## src/rtl/triangle_cmd_sequencer_pkg.sv

```systemverilog
// Shared types for the triangle command sequencer: FSM state encoding,
// the queued command record and the vertex packing offsets.
package triangle_cmd_sequencer_pkg;

    typedef enum logic [1:0] {
        ST_IDLE  = 2'd0,
        ST_START = 2'd1,
        ST_ARM   = 2'd2,
        ST_WAIT  = 2'd3
    } state_e;

    localparam int COORD_W = 8;
    localparam int VERT_W  = 6 * COORD_W;
    localparam int COLOR_W = 24;
    localparam int CMD_W   = VERT_W + 1 + COLOR_W;

    // Vertex word is {x0,y0,x1,y1,x2,y2}, x0 in the top byte.
    localparam int X0_LSB = 40;
    localparam int Y0_LSB = 32;
    localparam int X1_LSB = 24;
    localparam int Y1_LSB = 16;
    localparam int X2_LSB = 8;
    localparam int Y2_LSB = 0;

    typedef struct packed {
        logic [VERT_W-1:0]  vert;
        logic               fill;
        logic [COLOR_W-1:0] color;
    } tri_cmd_t;

    function automatic logic [VERT_W-1:0] pack_vert(
        input logic [COORD_W-1:0] x0, input logic [COORD_W-1:0] y0,
        input logic [COORD_W-1:0] x1, input logic [COORD_W-1:0] y1,
        input logic [COORD_W-1:0] x2, input logic [COORD_W-1:0] y2
    );
        logic [VERT_W-1:0] v;
        v = '0;
        v[X0_LSB +: COORD_W] = x0;
        v[Y0_LSB +: COORD_W] = y0;
        v[X1_LSB +: COORD_W] = x1;
        v[Y1_LSB +: COORD_W] = y1;
        v[X2_LSB +: COORD_W] = x2;
        v[Y2_LSB +: COORD_W] = y2;
        return v;
    endfunction

endpackage

```

## src/rtl/triangle_cmd_sequencer_fifo.sv

```systemverilog
// Command FIFO: registered storage, no push-to-pop bypass. Full is taken
// from the occupancy register only, so a pop in a full cycle does not
// reopen the input until the following cycle.
module tri_cmd_fifo #(
    parameter int DEPTH = 4,
    parameter int WIDTH = 73
) (
    input  logic             clk,
    input  logic             rst,
    input  logic             push_i,
    input  logic [WIDTH-1:0] wdata_i,
    input  logic             pop_i,
    output logic [WIDTH-1:0] rdata_o,
    output logic             full_o,
    output logic             empty_o
);
    localparam int AW = $clog2(DEPTH);

    logic [WIDTH-1:0] mem_q [DEPTH];
    logic [AW-1:0]    wr_ptr_q;
    logic [AW-1:0]    rd_ptr_q;
    logic [AW:0]      count_q;
    logic             do_push;
    logic             do_pop;

    assign full_o  = (count_q == (AW+1)'(DEPTH));
    assign empty_o = (count_q == '0);
    assign do_push = push_i && !full_o;
    assign do_pop  = pop_i && !empty_o;
    assign rdata_o = mem_q[rd_ptr_q];

    // Storage write; contents need no reset because occupancy gates reads.
    always_ff @(posedge clk) begin
        if (do_push) begin
            mem_q[wr_ptr_q] <= wdata_i;
        end
    end

    // Pointer and occupancy bookkeeping.
    always_ff @(posedge clk) begin
        if (!rst) begin
            wr_ptr_q <= '0;
            rd_ptr_q <= '0;
            count_q  <= '0;
        end else begin
            if (do_push) wr_ptr_q <= wr_ptr_q + AW'(1);
            if (do_pop)  rd_ptr_q <= rd_ptr_q + AW'(1);
            case ({do_push, do_pop})
                2'b10:   count_q <= count_q + (AW+1)'(1);
                2'b01:   count_q <= count_q - (AW+1)'(1);
                default: count_q <= count_q;
            endcase
        end
    end

endmodule

```

## src/rtl/triangle_cmd_sequencer.sv

```systemverilog
// Triangle command sequencer: queues draw commands and hands them one at a
// time to the rasterizer, counting pixels and completed triangles, with a
// watchdog on the rasterizer completion.
module triangle_cmd_sequencer
    import triangle_cmd_sequencer_pkg::*;
#(
    parameter int DEPTH       = 4,
    parameter int TIMEOUT_CYC = 65535
) (
    input  logic        clk,
    input  logic        rst,
    input  logic        cmd_valid,
    output logic        cmd_ready,
    input  logic [47:0] cmd_vert,
    input  logic        cmd_fill,
    input  logic [23:0] cmd_color,
    output logic        tri_start,
    output logic [47:0] tri_vert,
    output logic        tri_fill,
    output logic [23:0] tri_color,
    input  logic        tri_valid,
    input  logic        tri_done,
    output logic        busy,
    output logic [15:0] pix_count,
    output logic [15:0] tri_count,
    output logic        timeout_err
);
    localparam int             WD_W    = $clog2(TIMEOUT_CYC + 1);
    localparam logic [WD_W-1:0] WD_LAST = WD_W'(TIMEOUT_CYC - 1);

    // Handshake: a command transfers on every rising edge where cmd_valid and
    // cmd_ready are both high; cmd_ready depends only on registered FIFO
    // occupancy, and the producer must hold data stable while valid is high.
    tri_cmd_t         cmd_in;
    tri_cmd_t         head;
    logic [CMD_W-1:0] fifo_rdata;
    logic             fifo_full;
    logic             fifo_empty;
    logic             pop;

    state_e           state_q, state_d;
    logic [47:0]      vert_q, vert_d;
    logic             fill_q, fill_d;
    logic [23:0]      color_q, color_d;
    logic [15:0]      pix_q, pix_d;
    logic [15:0]      tcnt_q, tcnt_d;
    logic             terr_q, terr_d;
    logic [WD_W-1:0]  wd_q, wd_d;
    logic             pix_inc;

    assign cmd_in = '{vert: cmd_vert, fill: cmd_fill, color: cmd_color};
    assign head   = tri_cmd_t'(fifo_rdata);
    assign pop    = (state_q == ST_IDLE) && !fifo_empty;

    tri_cmd_fifo #(
        .DEPTH (DEPTH),
        .WIDTH (CMD_W)
    ) u_fifo (
        .clk     (clk),
        .rst     (rst),
        .push_i  (cmd_valid),
        .wdata_i (cmd_in),
        .pop_i   (pop),
        .rdata_o (fifo_rdata),
        .full_o  (fifo_full),
        .empty_o (fifo_empty)
    );

    // Pixels only count while the rasterizer is armed or running; saturate.
    assign pix_inc = tri_valid && ((state_q == ST_ARM) || (state_q == ST_WAIT))
                     && (pix_q != 16'hFFFF);

    // Next-state logic. ARM exists so a done level left over from the
    // previous triangle is never mistaken for completion of the new one.
    always_comb begin
        state_d = state_q;
        vert_d  = vert_q;
        fill_d  = fill_q;
        color_d = color_q;
        pix_d   = pix_inc ? pix_q + 16'd1 : pix_q;
        tcnt_d  = tcnt_q;
        terr_d  = terr_q;
        wd_d    = wd_q;
        case (state_q)
            ST_IDLE: begin
                if (!fifo_empty) begin
                    vert_d  = head.vert;
                    fill_d  = head.fill;
                    color_d = head.color;
                    state_d = ST_START;
                end
            end
            ST_START: begin
                pix_d   = '0;
                wd_d    = '0;
                state_d = ST_ARM;
            end
            ST_ARM: begin
                state_d = ST_WAIT;
            end
            ST_WAIT: begin
                if (tri_done) begin
                    tcnt_d  = tcnt_q + 16'd1;
                    state_d = ST_IDLE;
                end else if (wd_q == WD_LAST) begin
                    terr_d  = 1'b1;
                    state_d = ST_IDLE;
                end else begin
                    wd_d = wd_q + WD_W'(1);
                end
            end
            default: state_d = ST_IDLE;
        endcase
    end

    // State and datapath registers.
    always_ff @(posedge clk) begin
        if (!rst) begin
            state_q <= ST_IDLE;
            vert_q  <= '0;
            fill_q  <= 1'b0;
            color_q <= '0;
            pix_q   <= '0;
            tcnt_q  <= '0;
            terr_q  <= 1'b0;
            wd_q    <= '0;
        end else begin
            state_q <= state_d;
            vert_q  <= vert_d;
            fill_q  <= fill_d;
            color_q <= color_d;
            pix_q   <= pix_d;
            tcnt_q  <= tcnt_d;
            terr_q  <= terr_d;
            wd_q    <= wd_d;
        end
    end

    assign cmd_ready   = !fifo_full;
    assign tri_start   = (state_q == ST_START);
    assign tri_vert    = vert_q;
    assign tri_fill    = fill_q;
    assign tri_color   = color_q;
    assign busy        = (state_q != ST_IDLE) || !fifo_empty;
    assign pix_count   = pix_q;
    assign tri_count   = tcnt_q;
    assign timeout_err = terr_q;

endmodule

```

## config.mk

```make
export PLATFORM = sky130hd
export DESIGN_NAME = triangle_cmd_sequencer
export DESIGN_NICKNAME = d
export VERILOG_FILES = /design/src/rtl/triangle_cmd_sequencer_pkg.sv /design/src/rtl/triangle_cmd_sequencer_fifo.sv /design/src/rtl/triangle_cmd_sequencer.sv
export SDC_FILE = /design/constraint.sdc
export NUM_CORES = 1
export LEC_CHECK = 0
export ABC_AREA = 0
export CAP_MARGIN = 10
export CELL_PAD_IN_SITES_DETAIL_PLACEMENT = 1
export CELL_PAD_IN_SITES_GLOBAL_PLACEMENT = 1
export CORE_UTILIZATION = 47
export DETAILED_ROUTE_END_ITERATION = 6
export HOLD_SLACK_MARGIN = 0.03
export PLACE_DENSITY = 0.91
export SLEW_MARGIN = 0
export SYNTH_ARGS = -nofsm -noshare
export SYNTH_HDL_FRONTEND = slang
export SYNTH_SLANG_ARGS = --single-unit
```

## constraint.sdc

```tcl
create_clock -name clk -period 3.5 [get_ports clk]
set_clock_uncertainty 0.2 [all_clocks]
set_input_delay 0.875 -clock clk [delete_from_list [all_inputs] [get_ports clk]]
set_output_delay 0.875 -clock clk [all_outputs]
set_load 0.05 [all_outputs]
```

Yosys cells after proc, flatten, opt, wreduce, memory -nomap -nowiden --
Memories as Yosys holds them, arrays and structs flattened. A register that Yosys moved wholly into a read port is not among the register bits. Cells that the tools add are included.
Cells by class: add/subtract/negate cells 7, multiply operators 0, div/mod/pow operators 0, $lt $le $gt $ge 0, equality and inequality tests 12, shift operators 0, muxes and demuxes 10, bitwise logic cells 3, reduce and logical (&&, ||, !) cells 21
Operators by type and width (number):
- 16-bit by 1-bit adder with 16-bit output (second input constant) | 3
- 16-bit 2-to-1 mux | 2
- 16-bit case mux with 2 select lines | 1
- 16-bit == test (second input constant) | 1
- 16-bit inequality test (second input constant) | 1
- 2-bit case mux with 4 select lines | 1
- 2-bit == test (second input constant) | 3
- 2-bit 2-to-1 mux | 3
- 2-bit inequality test (second input constant) | 3
- 3-bit case mux with 2 select lines | 1
- 2-bit AND reduction | 3
- 3-bit AND reduction | 2
- 2-bit nonzero test | 3
- 1-bit logical AND | 5
- 2-bit by 1-bit adder with 2-bit output (second input constant) | 2
- 2-bit by 1-bit == test with 1-bit output (second input constant) | 2
- 3-bit by 1-bit adder with 3-bit output (second input constant) | 1
- 3-bit == test (second input constant) | 1
- 1-bit zero test | 3
- 3-bit zero test | 1
- 3-bit by 2-bit inequality test with 1-bit output (second input constant) | 1
- 1-bit NOT | 3
- 3-bit by 1-bit subtractor with 3-bit output (second input constant) | 1
- 2-bit zero test | 1
- 3 further kinds | 5
Storage, ports and cells: register bits 58, latch bits 0, RAM bits 292, ROM bits 0, bits of input ports 78, output and inout port bits 109, logic and storage cells 62, memories kept 1
Memories:
- u_fifo.mem_q | depth 4, width 73, rd ports 1, clocked after memory_dff 1, wr ports 1, RTL line triangle_cmd_sequencer_fifo.sv:19 | logic [WIDTH-1:0] mem_q [DEPTH];

Longest topological paths before layout --
Gate-level depths: netlist (run 1).
depth in word-level cells 6, depth in mapped cells 10, depth with buffers taken out 9

Modules after synthesis --
Synthesis (run 1) repeated with hierarchy kept, for this count alone.
Second synthesis, totals: cells, all modules 1084, area total of the unflattened synthesis 16392.0 um^2
By module, submodules not included:
- tri_cmd_fifo | instances 1, cells each 435, area an instance 11099.4 um^2, sequential area each 8948.6 um^2
- triangle_cmd_sequencer | instances 1, cells each 649, area an instance 5292.6 um^2, sequential area each 2482.4 um^2

Least setup slack after synthesis (run 1) --
Ideal clock, no wire load.
path type register to register, start point reg u_fifo.count_q[0], end point mem u_fifo.mem_q[0][0], enable pin, setup time 440 ps, data arrival time 2732 ps, data required time 2860 ps, setup slack 128 ps, stages on the path, launching flop included 3, path buffers 0, period minus slack after synthesis 3372 ps, cell sequence dfxtp_1 > or3b_1 > and3_1
On the way: longest elaborated chain between the ends 5
Ends and longest elaborated chain:
- from (decl) | RTL line triangle_cmd_sequencer_fifo.sv:22 | logic [AW:0] count_q;
- from (signal assigned) | RTL line triangle_cmd_sequencer_fifo.sv:49 | 2'b10: count_q <= count_q + (AW+1)'(1);
- from (signal assigned) | RTL line triangle_cmd_sequencer_fifo.sv:50 | 2'b01: count_q <= count_q - (AW+1)'(1);
- from (signal assigned) | RTL line triangle_cmd_sequencer_fifo.sv:51 | default: count_q <= count_q;
- 3-bit == test | RTL line triangle_cmd_sequencer_fifo.sv:26 | assign full_o = (count_q == (AW+1)'(DEPTH));
- 1-bit zero test
- net cmd_ready | RTL line triangle_cmd_sequencer.sv:13 | output logic cmd_ready,
- 1-bit logical AND | RTL line triangle_cmd_sequencer_fifo.sv:28 | assign do_push = push_i && !full_o;
- 1-bit 2-to-1 mux | RTL line triangle_cmd_sequencer_fifo.sv:34 | if (do_push) begin
- 1-bit 2-to-1 mux (implied by the code) | RTL line triangle_cmd_sequencer_fifo.sv:35 | mem_q[wr_ptr_q] <= wdata_i;
- to (decl) | RTL line triangle_cmd_sequencer_fifo.sv:19
The timed path passes the listed nets, and every way through them passes these cells.

Worst setup path in the final report (run 1) --
start point reg u_fifo.count_q[0], end point out cmd_ready
On the way: longest elaborated chain between the ends 2
Ends and longest elaborated chain:
- 3-bit == test | RTL line triangle_cmd_sequencer_fifo.sv:26
- 1-bit zero test | RTL line triangle_cmd_sequencer.sv:139 | assign cmd_ready = !fifo_full;
- to (decl) | RTL line triangle_cmd_sequencer.sv:13
Every way passes these cells.

==> run metrics, run 1 <==
instance count on the critical path=2; Buf/Inv on CP=1; Area growth syn-to-layout=24.54%; final setup margin=~270 ps; sinks on the clock net=~420; clk buf depth=3; via/cell ratio=5.716; relative slew slack=a little over a third; Hold Crit Class=flop to flop; Synth Flop Type=edfxtp_1; DIE HEIGHT=around 190 µm; worst reg2reg path startpoint=state_q[1]; P_leak=6.542 nW; CTS clk-pin slew, worst paths=50 ps; Max Fclk=~310 MHz; most common cell after layout, fill and taps aside=edfxtp_1; DP Worst Slack=between 300 and 400 ps; crit path capture=cmd_ready; status=finished, final reports clean; syn_nets=around 1200; die width=187.1 µm; most frequent cells in the layout=edfxtp_1, clkdlybuf4s50_1, nand2_1; Area after DPL=18650 µm²; Post-Syn Area per Cell=~15 µm²; Worst Path Required=roughly 2400 ps; first-pass detailed-route iteration total=5; post-CTS sizing=0; Core ar.=33620 µm²; crit-path leading delay family=buffers and inverters; Routed WL=around 41 mm; # hold bufs at CTS=0; Final Cycle Share=between 90% and 100%; EDFF count, synth=between 200 and 300; Crit. End Element=primary output; Root Buffer=clkbuf_16; crit start category=flop; number of buffers created by CTS=between 40 and 50; largest net degree at the start of global routing=76; Final Hold Vio Count=0; setup TNS=0 ps; Starting Density=47.88%; Post-Syn Area=16090 µm²; post-synthesis sequential area ratio=70.78%; worst r2r dst=pix_count[10]; Unique masters post-synth=58; number of remaining DRC errors=0; slowest CP cell=clkdlybuf4s50_1; Slew Viols, Final=0; unrepaired setup endpoints after global routing=false; routed vias=10030; r2r setup slk=890 ps; Least-Margin Pin Slew=around 970 ps; Post-synth ARST share=0%; Synth Instances=approximately 1100; filler cell count=3125; I/O Buffers=approximately 190; design area=between 20000 and 25000 µm²; Starting DRT DRC Count=about 630; share of cells above drive strength 1=around 13%; All-Layer GR Usage=23.66%; IO Pins=between 150 and 200; H-Tree Depth=2; final core occ=between 50 and 60%; vias in the first global route=10890; Post-DP HPWL=around 26 mm; Die ar.=around 35000 µm²; Final Setup Violations=0; row count=between 60 and 70; Final min period=roughly 3200 ps; Post-CTS Setup Bufs=0; worst-path fanout max=6; Final GP Congestion=0.8064; initial antenna violation count=5; gr ovfl total=0; # nets final=around 1400; WS Path Type=flop to primary output; Power Dens Cells=816.0 nW/µm²; Worst R2R Path Depth=5; TritonCTS clock tree=built; worst-path cell chain=or3b_1, clkdlybuf4s50_1; routed len/inst=around 23 µm; Max stage delay on crit path=between 700 and 800 ps; VDD IR-drop max=672.4 µV; first-pass GRT wire length=63.43 mm; flops & latches, synth=~420; worst setup path start=u_fifo.count_q[0]; synth warn=0; post-route ant nets=0; max cap viols=0; Worst EP arrival=between 2000 and 2500 ps; Clock Latency Late Sink=about 540 ps
cells by family after synthesis:
logic type	after synthesis	synth area share, %
adder cells (fa/ha/maj)	15	1.213
AO/OA/AOI/OAI	138	4.929
flip-flops	423	70.78
XOR/XNOR	15	0.8163
AND/OR/NAND/NOR	323	9.788
multiplexers	82	10.78
buffers and inverters	67	1.703
worst min-delay path, cell delays in order, from the launching register on:
cell and delay, ps:
dfxtp_1 300, nand2_1 50, a21oi_1 50
how the worst min path moves through the flow:
stage / startpoint / end / slack [ps] / cells past startpoint
2_1_floorplan: wd_q[11] / wd_q[11] / 250 / 2
3_3_place_gp: tri_vert[40] / tri_vert[40] / 240 / 2
3_5_place_dp: tri_color[10] / tri_color[10] / 250 / 2
4_1_cts: tri_vert[40] / tri_vert[40] / 260 / 2
5_1_grt: tri_vert[40] / tri_vert[40] / 270 / 2
6_report: tri_vert[40] / tri_vert[40] / 260 / 2
through the flow:
stage / cells / hold slack [ps] / power, mW
floorplan: 1063 / 254.7 / 10.08
global placement: 1670 / 243.9 / 11.76
detailed placement: 1670 / 252.9 / 11.99
CTS: 1753 / 258.6 / 16.53
global route: 1754 / 270.0 / 17.01
finish: 1754 / 256.4 / 16.35
registers in the layout, indices dropped and copies added (netlist names):
signal and flops:
tri_fill 1, u_fifo.count_q 3, pix_count 16, tri_color 24, u_fifo.rd_ptr_q 2, u_fifo.mem_q 292
tri_count 16, tri_vert 48, wd_q 16, state_q 2, timeout_err 1, u_fifo.wr_ptr_q 2
metal layers:
metal	wire length (µm)	vias up	track usage, %
li1	-	4477	-
met1	16390	5148	28.53
met2	21640	322	43.40
met3	2315	70	4.447
met4	785	8	6.084
met5	50	-	0
final cells by class:
type | instances | area (µm²) | area share [%]
antenna | 1 | 2.502 | 0.01249
clock buffer | 69 | 1267 | 6.324
clock inverter | 14 | 122.6 | 0.6118
inverter | 14 | 55.05 | 0.2747
multi-input combinational | 573 | 4457 | 22.24
sequential | 423 | 11400 | 56.87
tap | 448 | 560.5 | 2.797
timing repair buffer | 212 | 2180 | 10.87
cell usage after synthesis (8+ instances only):
master | count | area share [%]
or3_1 | 8 | 0.31
ha_1 | 14 | 1.1
nand3_1 | 22 | 0.68
nor2_1 | 22 | 0.51
or4_1 | 12 | 0.56
mux4_2 | 73 | 10
and3_1 | 8 | 0.31
mux2i_1 | 9 | 0.56
edfxtp_1 | 292 | 54
nor4_1 | 8 | 0.31
inv_1 | 13 | 0.30
xnor2_1 | 8 | 0.44
o21ai_0 | 12 | 0.37
a21oi_1 | 89 | 2.8
nor3_1 | 8 | 0.25
nand2_1 | 182 | 4.2
buf_1 | 8 | 0.19
nand2b_1 | 11 | 0.43
dfxtp_1 | 131 | 16
nand4_1 | 17 | 0.66
buf_2 | 11 | 0.34
clkbuf_1 | 32 | 0.75
power breakdown:
part           switching [mW]  internal (mW)  total (mW)
logic                    3.26           1.91        5.18
clock network            1.90           2.58        4.48
registers               0.537           6.16        6.70
No activity file was read; power rests on OpenSTA's default activity.
==> run 2, diff against run 1 <==
--- a/config.mk
+++ b/config.mk
@@ -9,10 +9,11 @@
 export CAP_MARGIN = 10
 export CELL_PAD_IN_SITES_DETAIL_PLACEMENT = 1
 export CELL_PAD_IN_SITES_GLOBAL_PLACEMENT = 1
-export CORE_UTILIZATION = 47
+export CORE_UTILIZATION = 53
 export DETAILED_ROUTE_END_ITERATION = 6
+export DONT_BUFFER_PORTS = 1
 export HOLD_SLACK_MARGIN = 0.03
-export PLACE_DENSITY = 0.91
+export PLACE_DENSITY = 0.9
 export SLEW_MARGIN = 0
 export SYNTH_ARGS = -nofsm -noshare
 export SYNTH_HDL_FRONTEND = slang
==> constraint.sdc (replaced) <==
create_clock -name clk -period 3.5 [get_ports clk]
set_clock_uncertainty 0.2 [all_clocks]
set_input_delay 0.525 -clock clk [delete_from_list [all_inputs] [get_ports clk]]
set_output_delay 0.525 -clock clk [all_outputs]
set_load 0.05 [all_outputs]
==> run metrics, run 2 (same netlist as run 1, synthesis figures left out) <==
VDD IR-drop max=651.0 µV (-3.2%); CP most frequent cell=inv_1; Crit. End Element=primary output; H-Tree Depth=2 (unchanged); All-Layer GR Usage=28.58% (+4.9 points); top routing layer in use=met4; first-pass detailed-route iteration total=5 (unchanged); relative slew slack=33.93% (-1.6 points); largest net degree at the start of global routing=76 (unchanged); unrepaired setup endpoints after global routing=false; first-pass GRT wire length=65.44 mm (+3.2%); most common cell after layout, fill and taps aside=edfxtp_1; die width=176.3 µm (-5.8%); row count=63 (-6.0%); Root Buffer=clkbuf_16; Power Dens Cells=856.7 nW/µm² (+5.0%); worst-path fanout max=5 (-1); TritonCTS clock tree=built; I/O Buffers=0 (-100%); Final Cycle Share=76.59% (-16 points); Max Fclk=373.0 MHz (+20%); post-CTS sizing=0 (unchanged); hold path start=tri_done; final setup margin=819.4 ps (+544.7 ps); Max stage delay on crit path=400 ps (-360 ps); share of cells above drive strength 1=14.45% (+1.0 points); via/cell ratio=6.169 (+7.9%); worst-path cell chain=inv_1, ha_1, nor4b_1, buf_4, inv_1; Final min period=2681 ps (-544.7 ps); vias in the first global route=10520 (-3.4%); worst reg2reg path startpoint=state_q[1]; worst r2r dst=tri_vert[11]; Worst EP arrival=1960 ps (-190 ps); Final GP Congestion=0.9338 (+16%); Least-Margin Pin Slew=991.0 ps (+24.09 ps); M1 WL=16.17 mm (-1.4%); Worst Path Required=2770 ps (+350 ps); # nets final=1242 (-8.8%); r2r setup slk=970 ps (+80 ps); Clock Latency Late Sink=540 ps (about the same); Final Hold Vio Count=0 (unchanged); routed vias=9735 (-2.9%); status=finished, final reports clean; Core ar.=29800 µm² (-11%); gr ovfl total=0 (unchanged); post-route ant nets=0 (unchanged); Area growth syn-to-layout=17.05%; initial antenna violation count=4 (-1); Starting DRT DRC Count=788 (+25%); P_leak=6.159 nW (-5.9%); number of remaining DRC errors=0 (unchanged); Starting Density=54.01% (+6.1 points); most flop-heavy register=u_fifo.mem_q; Post-DP HPWL=23.48 mm (-11%); Area after DPL=16610 µm² (-11%); design area=18840 µm² (-6.0%); Slew Viols, Final=0 (unchanged); DP Worst Slack=1013 ps (+705.7 ps); max cap viols=0 (unchanged); WS Path Type=flop to primary output; met2 wire length=22.73 mm (+5.1%); crit start category=flop; met3 WL post-DR=3.385 mm (+46%); Die ar.=31070 µm² (-11%); area of the multi-input gates=4457 µm² (unchanged); DIE HEIGHT=176.3 µm (-5.8%); Largest register FFs=292 (unchanged); worst setup path start=state_q[1]; number of buffers created by CTS=43 (-4.4%); most frequent cells in the layout=edfxtp_1, nand2_1, dfxtp_1; filler cell count=2650 (-15%); Worst R2R Path Depth=6 (+1); CTS clk-pin slew, worst paths=60 ps (about the same); slowest CP cell=dfxtp_1; Routed WL=43.71 mm (+6.1%); sinks on the clock net=423 (unchanged); Sequential cell area=11400 µm² (unchanged); routed len/inst=27.70 µm (+18%); setup TNS=0 ps (unchanged); Hold Crit Endpoint=tri_count[2]; clk buf depth=3 (unchanged); IO Pins=187 (unchanged); Hold Path Cell Cnt=3 (+1); Final Setup Violations=0 (unchanged); Hold Crit Class=primary input to flop
[run 2: power by group]
group / internal (mW) / switching (mW)
registers: 6.16 / 1.77
logic: 1.31 / 2.11
clock network: 2.84 / 1.95
[run 2: final cells by class]
| cell class | instances | share of cell area [%] |
|---|---|---|
| Multi-Input combinational cell | 573 | 23.66 |
| Clock inverter | 15 | 1.136 |
| Antenna cell | 5 | 0.06642 |
| Inverter | 14 | 0.2856 |
| Tap cell | 390 | 2.590 |
| Sequential cell | 423 | 60.51 |
| Timing Repair Buffer | 94 | 5.141 |
| Clock buffer | 64 | 6.615 |
[run 2: worst max path at each step]
| stage | to | slack (ps) | cells after the start |
|---|---|---|---|
| 2_1_floorplan | u_fifo.mem_q[0][0] | 130 | 2 |
| 3_3_place_gp | wd_q[13] | 1090 | 5 |
| 3_5_place_dp | u_fifo.count_q[2] | 1010 | 8 |
| 4_1_cts | busy | 790 | 5 |
| 5_1_grt | pix_count[12] | 720 | 5 |
| 6_report | busy | 820 | 5 |
[run 2: routing by layer]
metal / global-route usage [%] / vias up
met5: 0 / -
met4: 11.05 / 0
met3: 7.257 / 99
met2: 49.34 / 412
met1: 34.40 / 4989
li1: - / 4235
[run 2: metrics by stage]
stage / hold WS [ps] / total power [mW] / util (%) / cells
after global routing: 74.65 / 16.69 / 63.21 / 1576
final: 62.94 / 16.14 / 63.22 / 1578
after detailed placement: 296.2 / 11.17 / 55.76 / 1419
after CTS: 37.99 / 16.08 / 63.18 / 1573
after global placement: 270.4 / 10.93 / 55.76 / 1419
after floorplan: 254.7 / 10.08 / - / 1063
[run 2: critical path, delay by kind of cell (launching register included)]
family                   cells  cell delay [ps]
buffers and inverters        3              630
flip-flops                   1              400
adder cells (fa/ha/maj)      1              230
AND/OR/NAND/NOR              1              160
[run 2: what timing repair did]
item                                   4_1_cts  5_1_grt
hold buffers                                75        0
endpoints found under the hold margin      307        0
setup buffers                                0        0
setup endpoints to repair                    0        0
==> run 3, diff against run 2 <==
--- a/config.mk
+++ b/config.mk
@@ -9,11 +9,11 @@
 export CAP_MARGIN = 10
 export CELL_PAD_IN_SITES_DETAIL_PLACEMENT = 1
 export CELL_PAD_IN_SITES_GLOBAL_PLACEMENT = 1
-export CORE_UTILIZATION = 53
+export CORE_UTILIZATION = 47
 export DETAILED_ROUTE_END_ITERATION = 6
 export DONT_BUFFER_PORTS = 1
 export HOLD_SLACK_MARGIN = 0.03
-export PLACE_DENSITY = 0.9
+export PLACE_DENSITY = 0.85
 export SLEW_MARGIN = 0
 export SYNTH_ARGS = -nofsm -noshare
 export SYNTH_HDL_FRONTEND = slang
==> constraint.sdc (replaced) <==
create_clock -name clk -period 2.4 [get_ports clk]
set_clock_uncertainty 0.2 [all_clocks]
set_input_delay 0.36 -clock clk [delete_from_list [all_inputs] [get_ports clk]]
set_output_delay 0.36 -clock clk [all_outputs]
set_load 0.05 [all_outputs]
==> run metrics, run 3 (same netlist as run 1, synthesis figures left out) <==
Root Buffer=clkbuf_16; DIE HEIGHT=187.1 µm (+6.1%); Total Power=23.61 mW (+46%); Final Setup Violations=0 (unchanged); first-pass detailed-route iteration total=6 (+1); DP Worst Slack=43.25 ps (-969.6 ps); post-route ant nets=0 (unchanged); design area=19430 µm² (+3.2%); final setup margin=95.25 ps (-724.1 ps); via/cell ratio=5.758 (-6.7%); Max Fclk=around 430 MHz; Least-Margin Pin Slew=1002 ps (+10.67 ps); Core ar.=33620 µm² (+13%); share of cells above drive strength 1=19.17% (+4.7 points); gr ovfl total=0 (unchanged); Sequential cell area=11400 µm² (about the same); Die ar.=34990 µm² (+13%); number of buffers created by CTS=45 (+4.7%); dpl cells=1524 (+7.4%); Routed WL=40.39 mm (-7.6%); most flop-heavy register=u_fifo.mem_q; final non-filler cell total=1685 (+6.8%); Largest register FFs=292 (unchanged); Clock Latency Late Sink=550 ps (about the same); routed vias=9702 (-0.34%); Final min period=2305 ps; number of remaining DRC errors=0 (unchanged); Final Cycle Share=between 90% and 100%; row count=67 (+6.3%); H-Tree Depth=2 (unchanged); worst-path fanout max=73 (+68); vias in the first global route=10760 (+2.2%); I/O Buffers=0 (unchanged); Power Dens Cells=1215 nW/µm² (+42%); Starting DRT DRC Count=540 (-31%); setup TNS=0 ps (unchanged); P_leak=6.457 nW (+4.8%); area of the multi-input gates=4491 µm² (+0.76%); die width=187.1 µm (+6.1%); max cap viols=0 (unchanged); top routing layer in use=met4; most frequent cells in the layout=edfxtp_1, nand2_1, dfxtp_1; M1 WL=15.23 mm (-5.8%); Final Hold Vio Count=0 (unchanged); Worst Path Required=2670 ps (-100 ps); met3 WL post-DR=2.798 mm (-17%); Slew Viols, Final=0 (unchanged); first-pass GRT wire length=62.82 mm (-4.0%); sinks on the clock net=423 (unchanged); WS Path Type=flop to flop; initial antenna violation count=1 (-3); Final GP Congestion=0.8401 (-10%); relative slew slack=33.22% (-0.71 points); largest net degree at the start of global routing=76 (unchanged); routed len/inst=23.97 µm (-13%); # nets final=1294 (+4.2%); Starting Density=47.88% (-6.1 points); TritonCTS clock tree=built; met2 wire length=21.48 mm (-5.5%); filler cell count=3108 (+17%); Worst EP arrival=2570 ps (+610 ps); CTS clk-pin slew, worst paths=60 ps (about the same); Area growth syn-to-layout=20.75%; Crit. End Element=flop; Area after DPL=17140 µm² (+3.2%); most common cell after layout, fill and taps aside=edfxtp_1; Post-DP HPWL=23.92 mm (+1.9%); VDD IR-drop max=888.0 µV (+36%); Hold Crit Class=primary input to flop; status=finished, final reports clean; IO Pins=187 (unchanged); clk buf depth=3 (unchanged); crit start category=flop; All-Layer GR Usage=23.44% (-5.1 points)
run 3: cell types whose count changed in the layout (fill, tap and decap cells not counted), moves of 2 or more:
cell | before | now
buf_4 | 13 | 52
buf_12 | 6 | 14
clkbuf_1 | 13 | 7
clkbuf_8 | 7 | 2
dfxtp_1 | 129 | 124
dfxtp_2 | 0 | 5
clkinv_1 | 3 | 7
diode_2 | 5 | 1
clkinv_2 | 5 | 8
clkinv_4 | 0 | 3
ha_1 | 14 | 11
clkinvlp_4 | 1 | 3
dlygate4sd3_1 | 75 | 77
ha_2 | 0 | 2
run 3: timing repair:
action | CTS | global route
resized for setup | 4 | 10
buffers inserted | 0 | 1
gates cloned | 0 | 0
hold buffers | 77 | 0
endpoints found under the hold margin | 331 | 0
endpoints found under the setup margin | 2 | 11
run 3: routing by layer:
metal	track usage [%]	up-vias
met5	0	-
met4	6.589	0
met3	6.266	67
met2	42.80	298
met1	26.95	5009
li1	-	4328
run 3: stage by stage:
stage / hold slack, ps / util, %
floorplan: 254.7 / -
global placement: 259.0 / 51.00
detailed placement: 259.0 / 51.00
CTS: 49.45 / 57.70
global route: 46.45 / 57.81
finish: 70.41 / 57.81
run 3: report_power, final:
group          switching [mW]  internal [mW]  leakage, nW  total [mW]
logic                    3.09           2.19         2.00        5.28
registers                2.45           8.98         3.75        11.4
clock network            2.83           4.06        0.714        6.90
run 3: path summary, 6_finish.rpt:
kind / slack [ps] / start / cells past startpoint / to
max: 100 / state_q[1] / 6 / tri_vert[14]
min: 70 / cmd_valid / 1 / u_fifo.mem_q[0][0]
max reg2reg: 100 / state_q[1] / 6 / tri_vert[14]
min reg2reg: 290 / wd_q[14] / 2 / wd_q[14]
run 3: critical path, stage by stage, from the launching register on:
cell and delay (ps):
dfxtp_2 370, inv_1 110, ha_4 180, nand2b_4 70, buf_4 740, nand2_1 240
a21oi_1 260
run 3: layout make-up:
class                   instances  share of cell area [%]
clock inverters                28                   1.487
diodes                          1                 0.01288
repair buffers                144                   7.475
clock buffers                  54                   6.071
flip-flops and latches        423                   58.69
well taps                     448                   2.884
inverters                      14                  0.2768
multi-input cells             573                   23.11
